--- config.mk ---
export PLATFORM = sky130hd
export DESIGN_NAME = mem_arbiter
export DESIGN_NICKNAME = d
export VERILOG_FILES = /design/src/rtl/cpu_pkg.sv /design/src/rtl/arb_pick2.sv /design/src/rtl/mem_arbiter.sv
export SDC_FILE = /design/constraint.sdc
export NUM_CORES = 1
export LEC_CHECK = 0
export CORE_ASPECT_RATIO = 1.75
export CORE_UTILIZATION = 43
export CTS_CLUSTER_DIAMETER = 80
export DETAILED_ROUTE_END_ITERATION = 6
export GPL_TIMING_DRIVEN = 1
export PLACE_DENSITY = 0.91
export SETUP_SLACK_MARGIN = 0.05
export SYNTH_ARGS = -nofsm -noshare
export SYNTH_HDL_FRONTEND = slang
export SYNTH_HIERARCHICAL = 1
export SYNTH_SLANG_ARGS = --single-unit
--- constraint.sdc ---
create_clock -name _iClk -period 2.1 [get_ports _iClk]
set_input_delay 0.21 -clock _iClk [delete_from_list [all_inputs] [get_ports _iClk]]
set_output_delay 0.21 -clock _iClk [all_outputs]
set_load 0.1 [all_outputs]
--- src/rtl/cpu_pkg.sv ---
// Shared CPU types: pipeline state, ALU operation and the data-RAM arbiter state.
package cpu_pkg;

    typedef enum logic [2:0] {
        FETCH     = 3'd0,
        DECODE    = 3'd1,
        EXECUTE   = 3'd2,
        MEMORY    = 3'd3,
        WRITEBACK = 3'd4
    } State;

    typedef enum logic [3:0] {
        OP_ADD    = 4'd0,
        OP_SUB    = 4'd1,
        OP_AND    = 4'd2,
        OP_OR     = 4'd3,
        OP_XOR    = 4'd4,
        OP_LOAD   = 4'd5,
        OP_STORE  = 4'd6,
        OP_BRANCH = 4'd7
    } Operation;

    typedef enum logic [1:0] {
        IDLE   = 2'd0,
        ACCESS = 2'd1,
        RESP   = 2'd2
    } ArbState;

endpackage

--- src/rtl/arb_pick2.sv ---
// Two-way winner pick: a lone requester wins, a tie goes to the side named by prio.
module arb_pick2 (
    input  logic [1:0] req,
    input  logic       prio,
    output logic [1:0] win_c
);

    always_comb begin
        win_c = req;
        if (&req) begin
            win_c = prio ? 2'b10 : 2'b01;
        end
    end

endmodule

--- src/rtl/mem_arbiter.sv ---
// Two-requester arbiter in front of a 1-cycle-latency single-port data RAM.
// MEM_ARB_ROUND_ROBIN_EN: alternate tie priority; otherwise requester 0 always wins ties.
module mem_arbiter
    import cpu_pkg::*;
#(
    parameter int unsigned ADDR_W = 8,
    parameter int unsigned DATA_W = 8
) (
    input  logic              _iClk,
    input  logic              _iReset,
    input  logic              _iReq0,
    input  logic              _iReq1,
    input  logic              _iWrite0,
    input  logic              _iWrite1,
    input  logic [ADDR_W-1:0] _iAddr0,
    input  logic [ADDR_W-1:0] _iAddr1,
    input  logic [DATA_W-1:0] _iWData0,
    input  logic [DATA_W-1:0] _iWData1,
    output logic              _oGnt0,
    output logic              _oGnt1,
    output logic [DATA_W-1:0] _oRData0,
    output logic [DATA_W-1:0] _oRData1,
    output logic              _oRValid0,
    output logic              _oRValid1,
    output logic [ADDR_W-1:0] _oDataMemAddr,
    output logic [DATA_W-1:0] _oDataMemWData,
    output logic              _oDataMemWrite,
    input  logic [DATA_W-1:0] _iDataMemRData
);

    ArbState           state;
    ArbState           stateNext;
    logic [1:0]        reqVec;
    logic [1:0]        win;
    logic              prio;
    logic              owner;
    logic              opWrite;
    logic              captureEn;
    logic              respEn;
    logic              pickWrite;
    logic [ADDR_W-1:0] pickAddr;
    logic [DATA_W-1:0] pickWData;

    assign reqVec = {_iReq1, _iReq0};

    arb_pick2 uPick (
        .req   (reqVec),
        .prio  (prio),
        .win_c (win)
    );

`ifdef MEM_ARB_ROUND_ROBIN_EN
    // Points at the requester that should win the next tie.
    logic rrPtr;

    always_ff @(posedge _iClk or negedge _iReset) begin
        if (!_iReset) begin
            rrPtr <= 1'b0;
        end else if (captureEn) begin
            rrPtr <= win[0];
        end
    end

    assign prio = rrPtr;
`else
    assign prio = 1'b0;
`endif

    always_ff @(posedge _iClk or negedge _iReset) begin
        if (!_iReset) begin
            state <= IDLE;
        end else begin
            state <= stateNext;
        end
    end

    always_comb begin
        stateNext = state;
        case (state)
            IDLE:    if (|reqVec) stateNext = ACCESS;
            ACCESS:  stateNext = RESP;
            RESP:    stateNext = (|reqVec) ? ACCESS : IDLE;
            default: stateNext = IDLE;
        endcase
    end

    // IDLE and RESP both accept a new request; RESP also returns read data.
    always_comb begin
        captureEn = 1'b0;
        respEn    = 1'b0;
        pickWrite = win[1] ? _iWrite1 : _iWrite0;
        pickAddr  = win[1] ? _iAddr1  : _iAddr0;
        pickWData = win[1] ? _iWData1 : _iWData0;
        case (state)
            IDLE: begin
                captureEn = |reqVec;
            end
            RESP: begin
                captureEn = |reqVec;
                respEn    = ~opWrite;
            end
            default: begin
                captureEn = 1'b0;
                respEn    = 1'b0;
            end
        endcase
    end

    always_ff @(posedge _iClk or negedge _iReset) begin
        if (!_iReset) begin
            _oGnt0         <= 1'b0;
            _oGnt1         <= 1'b0;
            _oRData0       <= '0;
            _oRData1       <= '0;
            _oRValid0      <= 1'b0;
            _oRValid1      <= 1'b0;
            _oDataMemAddr  <= '0;
            _oDataMemWData <= '0;
            _oDataMemWrite <= 1'b0;
            owner          <= 1'b0;
            opWrite        <= 1'b0;
        end else begin
            _oGnt0         <= captureEn & win[0];
            _oGnt1         <= captureEn & win[1];
            _oDataMemWrite <= captureEn & pickWrite;
            if (captureEn) begin
                _oDataMemAddr  <= pickAddr;
                _oDataMemWData <= pickWData;
                owner          <= win[1];
                opWrite        <= pickWrite;
            end
            _oRValid0 <= respEn & ~owner;
            _oRValid1 <= respEn & owner;
            if (respEn && !owner) _oRData0 <= _iDataMemRData;
            if (respEn && owner)  _oRData1 <= _iDataMemRData;
        end
    end

endmodule

* Yosys cells after proc, flatten, opt, wreduce, memory -nomap -nowiden *
Cells that the tools add are included.

storage, ports and cells
  flip-flop bits (word level) = 41
  word-level logic and storage cells = 38

cells by class
  equal/unequal tests = 3
  multiplexer cells = 9
  bitwise gates (word level) = 7
  reduce and logical (&&, ||, !) cells = 7

operators by type and width
  cell                                                                   count
  8-bit 2-to-1 mux                                                       2
  2-bit case mux with 3 select lines                                     1
  1-bit bitwise AND                                                      5
  1-bit 2-to-1 mux                                                       4
  2-bit 2-to-1 mux                                                       2
  2-bit OR reduction                                                     2
  2-bit by 1-bit equality test with 1-bit output, second input constant  1
  2-bit equality test, second input constant                             1
  1-bit logical AND                                                      2
  2-bit zero test                                                        1
  2-bit inequality test, second input constant                           1
  1-bit NOT                                                              2
  2-bit AND reduction                                                    1
  1-bit zero test                                                        1

* Logic depth before layout (Yosys ltp) *
Gate-level depths: netlist (run 1).

  depth after elaboration = 4
  depth in mapped cells = 6
  mapped depth without buffers = 4

* Modules after synthesis *
The synthesis (run 1) kept the hierarchy.

by module, submodules not included
  module       instances  cells an instance  area an instance (µm²)  sequential area each (µm²)
  mem_arbiter  1          106                1701.6                  1026.0
  arb_pick2    1          3                  18.8                    0.0

* Worst setup path before layout (run 1) *
No wires, ideal clock.

  path type = input port to flip-flop
  start point = input port _iReq1
  end point = register _oDataMemWData[0]
  setup time = 0.125 ns
  arrival time = 1.351 ns
  setup slack = 0.623 ns
  stages = 5
  buffers on the path = 2
  path through = a21boi_1 > buf_2 > buf_2 > mux2_2 > mux2_2

between the ends
  longest elaborated chain between the ends = 3
  elaborated cells on any way between the ends = 5
  classes of those cells = mux: 3; reduce/logical: 2

ends and longest elaborated chain
  item                  line                RTL
  from (decl)           mem_arbiter.sv:12   input logic _iReq1,
  2-bit AND reduction   arb_pick2.sv:10     if (&req) begin
  2-bit 2-to-1 mux      arb_pick2.sv:10
  8-bit 2-to-1 mux      mem_arbiter.sv:93   pickWData = win[1] ? _iWData1 : _iWData0;
  to (signal assigned)  mem_arbiter.sv:128  _oDataMemWData <= pickWData;
  to (decl)             mem_arbiter.sv:26   output logic [DATA_W-1:0] _oDataMemWData,

Several ways; a longest one is shown, not always the timed one.
A chain may end at the register's enable or synchronous reset.

* Worst setup path in the final report (run 1) *
  start point = input port _iReq1
  end point = register _oDataMemAddr[2]

between the ends
  longest elaborated chain between the ends = 3
  elaborated cells on any way between the ends = 5
  classes of those cells = mux: 3; reduce/logical: 2

ends and longest elaborated chain
  item                  line                RTL
  2-bit AND reduction   arb_pick2.sv:10
  2-bit 2-to-1 mux *    arb_pick2.sv:10
  named net win[1]      mem_arbiter.sv:34   logic [1:0] win;
  8-bit 2-to-1 mux *    mem_arbiter.sv:92   pickAddr = win[1] ? _iAddr1 : _iAddr0;
  to (signal assigned)  mem_arbiter.sv:127  _oDataMemAddr <= pickAddr;
  to (decl)             mem_arbiter.sv:25   output logic [ADDR_W-1:0] _oDataMemAddr,

Mark *: on every way through the listed nets, which the timed path passes. The rest lies on a longest branch.

==> results of run 1 <==
## flip-flops by register name, indices dropped and copies added, names as in the netlist
signal	count
_oRValid0	1
_oRData1	8
_oRData0	8
_oRValid1	1
_oGnt0	1
_oGnt1	1
_oDataMemWrite	1
_oDataMemWData	8
opWrite	1
_oDataMemAddr	8
owner	1
state	2
## routing by layer
layer / up-vias / wire, um / GRT usage [%]
li1: 554 / - / -
met1: 591 / 1210 / 18.0
met2: 64 / 1980 / 33.0
met3: 6 / 322 / 7.27
met4: 0 / 68 / 9.09
met5: - / 0 / 0
## worst max-delay path: cells and delay by family
family                 cells  cell delay (ns)
buffers and inverters      2             0.70
muxes                      2             0.60
AOI/OAI and AO/OA          1             0.29
## cells in the final DEF (no fill, tap or decap), drive strengths merged
| master | count |
|---|---|
| mux2 | 49 |
| buf | 40 |
| conb | 2 |
| and4bb | 1 |
| inv | 2 |
| bufinv | 1 |
| o21ba | 1 |
| mux2i | 2 |
| nor2b | 2 |
| clkinv | 1 |
| and2 | 2 |
| clkdlybuf4s50 | 44 |
| clkbuf | 5 |
| dfrtp | 41 |
| a21boi | 2 |
| nor4b | 1 |
## metrics by stage
stage | std cells | util, %
2_1_floorplan | 110 | -
3_3_place_gp | 237 | 65.0
3_5_place_dp | 237 | 65.0
4_1_cts | 244 | 67.7
5_1_grt | 244 | 67.7
6_report | 244 | 67.7
## path summary, 6_finish.rpt
path                       depth (start not counted)                 to      from  slack, ns
setup / recovery                                   5   _oDataMemAddr[2]    _iReq1       0.47
hold / removal                                     1  _oDataMemWData[5]   _iReset       0.04
setup reg to reg                                   2        _oRData0[7]  state[0]       0.51
hold reg to reg                                    1           state[1]  state[1]       0.46
max in group asynchronous                          1   _oDataMemAddr[3]   _iReset       1.50
min in group _iClk                                 1           state[1]  state[1]       0.46
## cells by family (layout without fill, tap and decap cells)
group	count (synthesis)	after routing	synth area share, %
simple gates	6	6	3.56
other cells	1	2	0.218
buf+inv	7	93	1.89
flops	41	41	59.6
mux	51	51	33.2
compound gates	3	3	1.45
## cell type report
cell class | count | area [um2] | share of cell area (%)
sequential | 41 | 1030 | 39.2
inverter | 2 | 7.51 | 0.287
clock buffer | 5 | 68.8 | 2.63
multi-input combinational | 62 | 669 | 25.6
clock inverter | 2 | 35.0 | 1.34
timing repair buffer | 84 | 751 | 28.7
tap | 48 | 60.1 | 2.29
==> impl_metrics.yaml, run 1 <==
run_status:
  status: "complete, no violations"
detailed_routing:
  vias: 1215
  first_pass_iters: 2
  avgViaCountPerCell: 4.98
  route.detailed.drc: 0
  drt_iter0_markers: 24
  antenna_left: 0
  wl_per_cell_um: 14.7
  drt-total-wl_mm: 3.58
cts:
  postCtsSetupBuffers: 0
  numClockSinks: 41
  cts_resized: 0
  holdBufCountCts: 0
  root_buffer: "clkbuf_8"
  clockBufferDepth: 2
  h-tree-depth: 2
  clk_pin_slew_worst_paths_ns: 0.08
  cts_tree: "done"
  clk_latency_ns: 0.29
  numCtsBuffers: 5
place:
  gp_congestion: 0.674
  portBuffers: 82
  pre_cts_ws_ns: 0.160
  dp_hpwl_mm: 2.80
  placed_area_um2: 2510
global_routing:
  overflow: 0
  track_usage_pct: 18.5
  grt_max_degree: 42
  grt_pass1_wl_mm: 5.78
  first_global_vias: 1300
  antenna_found_initial: 0
finish:
  fin_area_um2: 2620
  final_layout_size_suffix_gt1_share_pct: 51.0
  antenna_cells: 0
  fillers: 281
  finalNetCount: 242
  synthToLayoutAreaGrowth_pct: 52.1
sta:
  hold_ws_ns: 0.0353
  rsz0062_at_grt: "no"
  fin_skew_ns: 0.00772
  max_freq_mhz: 613
  setup_viol: 0
  period_needed_ns: 1.63
  hold_viol: 0
  finalMaxSlewViolations: 0
  tightest_slew_ns: 0.890
  finalSetupTns_ns: 0
  maxSlewHeadroom_pct: 40.7
  setup_slack_ns: 0.469
  period_share_pct: 77.7
floorplanning:
  dieArea_um2: 4270
  die_y_um: 85.7
  die-width_um: 49.8
  core-area_um2: 3870
  rows: 30
  io_pins: 83
  start_util_pct: 44.5
critical_path:
  worstPathMaxFanout: 17
  path_cells: "clkdlybuf4s50_1 > a21boi_2 > buf_12 > mux2_2 > mux2_2"
  critical_path.endpoint_type: "flop"
  cp.arrival_ns: 1.81
  startpoint_type: "input port"
  path_common_cell: "mux2_2"
  cp.required_ns: 2.28
  critical-path-slowest-cell: "clkdlybuf4s50_1"
  critPathMaxStageDelay_ns: 0.51
  crit_type: "in -> reg"
synthesis:
  ys_seq_area_share_pct: 59.6
  synth_top_area_cell: "dfrtp_1"
  synth_ff_type: "dfrtp_1"
  async_flop_share_pct: 100
  synthTopCellsByArea: "dfrtp_1, mux2_2, buf_2"
  synth-edff-count: 0
  ys.warnings.count: 6
  syn_inst: 109
  ys_ff_latch: 41
  synth.distinct_cells: 12
  synth_most_common_cell: "mux2_2"
  syn_area_um2: 1720
  syn_area_per_cell_um2: 15.8
  synth_commonest_cells: "mux2_2, dfrtp_1, buf_2"
  netlist.area_leader.share_pct: 59.6
run:
  cap_viol_max_count: 0
min_path:
  hp-class: "in -> async"
Power of run 1 is left out: the tool's default activity adds up to more than one toggle a clock period on the data nets, which glitch-free logic cannot reach.
==> run 2, diff against run 1 <==
--- a/config.mk
+++ b/config.mk
@@ -6,11 +6,11 @@
 export NUM_CORES = 1
 export LEC_CHECK = 0
 export CORE_ASPECT_RATIO = 1.75
-export CORE_UTILIZATION = 43
+export CORE_UTILIZATION = 40
 export CTS_CLUSTER_DIAMETER = 80
 export DETAILED_ROUTE_END_ITERATION = 6
 export GPL_TIMING_DRIVEN = 1
-export PLACE_DENSITY = 0.91
+export PLACE_DENSITY = 0.86
 export SETUP_SLACK_MARGIN = 0.05
 export SYNTH_ARGS = -nofsm -noshare
 export SYNTH_HDL_FRONTEND = slang
==> constraint.sdc (replaced) <==
create_clock -name _iClk -period 1.51 [get_ports _iClk]
set_input_delay 0.151 -clock _iClk [delete_from_list [all_inputs] [get_ports _iClk]]
set_output_delay 0.151 -clock _iClk [all_outputs]
set_load 0.1 [all_outputs]
==> run 2 against run 1 <==
Effect of this change: critical endpoint is now _oRData0[0]; hold slack improved by 0.24 ns; sequential cell count unchanged; count of clock-buffer cells in the layout unchanged; cell area increased by 21%; utilization increased by 9.4 points; critical path depth decreased by 2; global-route usage increased by 4.2 points; routed wire length increased by 34%; register-to-register slack got worse by 0.41 ns; die area increased by 7.3%; final cell count increased by 3.7%.
==> impl_metrics.yaml, run 2 (same netlist as run 1, synthesis figures left out) <==
critical_path:
  critical_path.endpoint_type: "flop"
  critical-path-slowest-cell: "dfrtp_1"
  cp.required_ns: 1.68
  critPathMaxStageDelay_ns: 0.43
  crit_family: "flip-flops"
  path_buf_inv: 1
  crit_type: "reg -> reg"
  worstPathMaxFanout: 9
  startpoint_type: "flop"
  cp.arrival_ns: 1.58
  path_cells: "nor4b_4 > buf_4 > mux2_2"
detailed_routing:
  antenna_left: 0
  drt_iter0_markers: 10
  wl_per_cell_um: 19.0
  drt-total-wl_mm: 4.80
  avgViaCountPerCell: 4.98
  first_pass_iters: 3
  route.detailed.drc: 0
  vias: 1259
sta:
  hold_viol: 0
  period_needed_ns: 1.41
  fin_skew_ns: 0.00651
  period_share_pct: 93.6
  finalMaxSlewViolations: 0
  setup_slack_ns: 0.0968
  max_freq_mhz: 708
  rsz0062_at_grt: "no"
  setup_viol: 0
cts:
  h-tree-depth: 2
  numCtsBuffers: 5
  clk_latency_ns: 0.28
  numClockSinks: 41
  clk_pin_slew_worst_paths_ns: 0.07
  cts_tree: "done"
  postCtsSetupBuffers: 0
  root_buffer: "clkbuf_8"
  clockBufferDepth: 2
finish:
  synthToLayoutAreaGrowth_pct: 84.1
  mostFrequentLayoutCells: "mux2_2, clkdlybuf4s50_1, dfrtp_1"
  fin_area_um2: 3170
  final_layout_size_suffix_gt1_share_pct: 52.5
  finalNetCount: 251
  final_common_cell: "mux2_2"
  antenna_cells: 0
  fillers: 226
floorplanning:
  io_pins: 83
  die_y_um: 88.8
  start_util_pct: 41.8
  dieArea_um2: 4580
  core-area_um2: 4110
  rows: 31
  die-width_um: 51.6
global_routing:
  overflow: 0
  grt_max_degree: 21
  grt_pass1_wl_mm: 7.27
  first_global_vias: 1524
  antenna_found_initial: 0
  track_usage_pct: 22.7
place:
  pre_cts_ws_ns: -0.298
  placed_area_um2: 3040
  dp_hpwl_mm: 3.77
  gp_congestion: 0.727
  portBuffers: 82
pwr:
  worst_ir_drop_vdd_v: 0.00258
  p_leak_nw: 1.38
  pwr_density_cell_nw_per_um2: 2160
min_path:
  hp-class: "in -> async"
run:
  cap_viol_max_count: 0
run_status:
  status: "complete, no violations"
run 2: cell count changes in the layout (fill, tap and decap cells not counted), moves of 2 or more:
cell             previous run  this run
buf_12                      1        39
buf_4                      38         7
clkdlybuf4s50_1            44        42
dlygate4sd2_1               0         2
run 2: worst register-to-register path: cells and delay by family, from the launching register on:
family                 cells  cell delay, ns
buffers and inverters      1            0.22
DFF                        1            0.43
muxes                      1            0.36
and+or+nand+nor            1            0.29
run 2: layout make-up:
type	count	area (um2)	area share, %
clock buffers	5	68.8	2.17
clock inverters	1	5.00	0.158
inverters	2	7.51	0.237
multi-input cells	62	681	21.5
flip-flops and latches	41	1030	32.4
well taps	49	61.3	1.94
repair buffers	93	1320	41.6
run 2: metal layers:
layer / track usage (%) / part of all wire, % / wire, um / up-vias
met5: 0 / 0 / 0 / -
met2: 45.0 / 60 / 2900 / 58
met3: 6.19 / 6.1 / 291 / 8
met4: 9.09 / 1.8 / 87 / 0
li1: - / - / - / 571
met1: 20.7 / 32 / 1520 / 622
run 2: timing repair:
action / 4_1_cts / 5_1_grt
endpoints found under the setup margin: 13 / 0
hold endpoints to repair: 9 / 0
resized for setup: 4 / 0
hold buffers: 1 / 0
run 2: final timing paths:
kind                       slack, ns     start               end  cells after the start
setup / recovery                 0.1  state[0]       _oRData0[0]                      3
min in group _iClk              0.50  state[1]          state[1]                      1
max in group asynchronous       0.69   _iReset  _oDataMemAddr[6]                      3
hold / removal                  0.27   _iReset            _oGnt1                      2
hold reg to reg                 0.50  state[1]          state[1]                      1
setup reg to reg                 0.1  state[0]       _oRData0[0]                      3
run 2: stage by stage:
step / hold WS [ns] / setup TNS, ns / util [%] / std cells / power, mW
after floorplan: -0.145 / 0 / - / 110 / 4.34
after global placement: 0.0189 / -3.61 / 74.0 / 245 / 6.10
after detailed placement: 0.0301 / -4.51 / 74.0 / 245 / 6.21
after CTS: 0.276 / 0 / 77.1 / 253 / 6.88
after global routing: 0.294 / 0 / 77.1 / 253 / 7.00
final: 0.271 / 0 / 77.1 / 253 / 6.83
run 2: power by group:
part | internal, mW | leakage [nW] | switching (mW)
registers | 1.43 | 0.496 | 0.378
clock network | 0.304 | 0.0399 | 0.338
logic | 1.65 | 0.843 | 2.72
total | 3.39 | 1.38 | 3.44
Note: power is estimated with default switching activity, not from simulation.
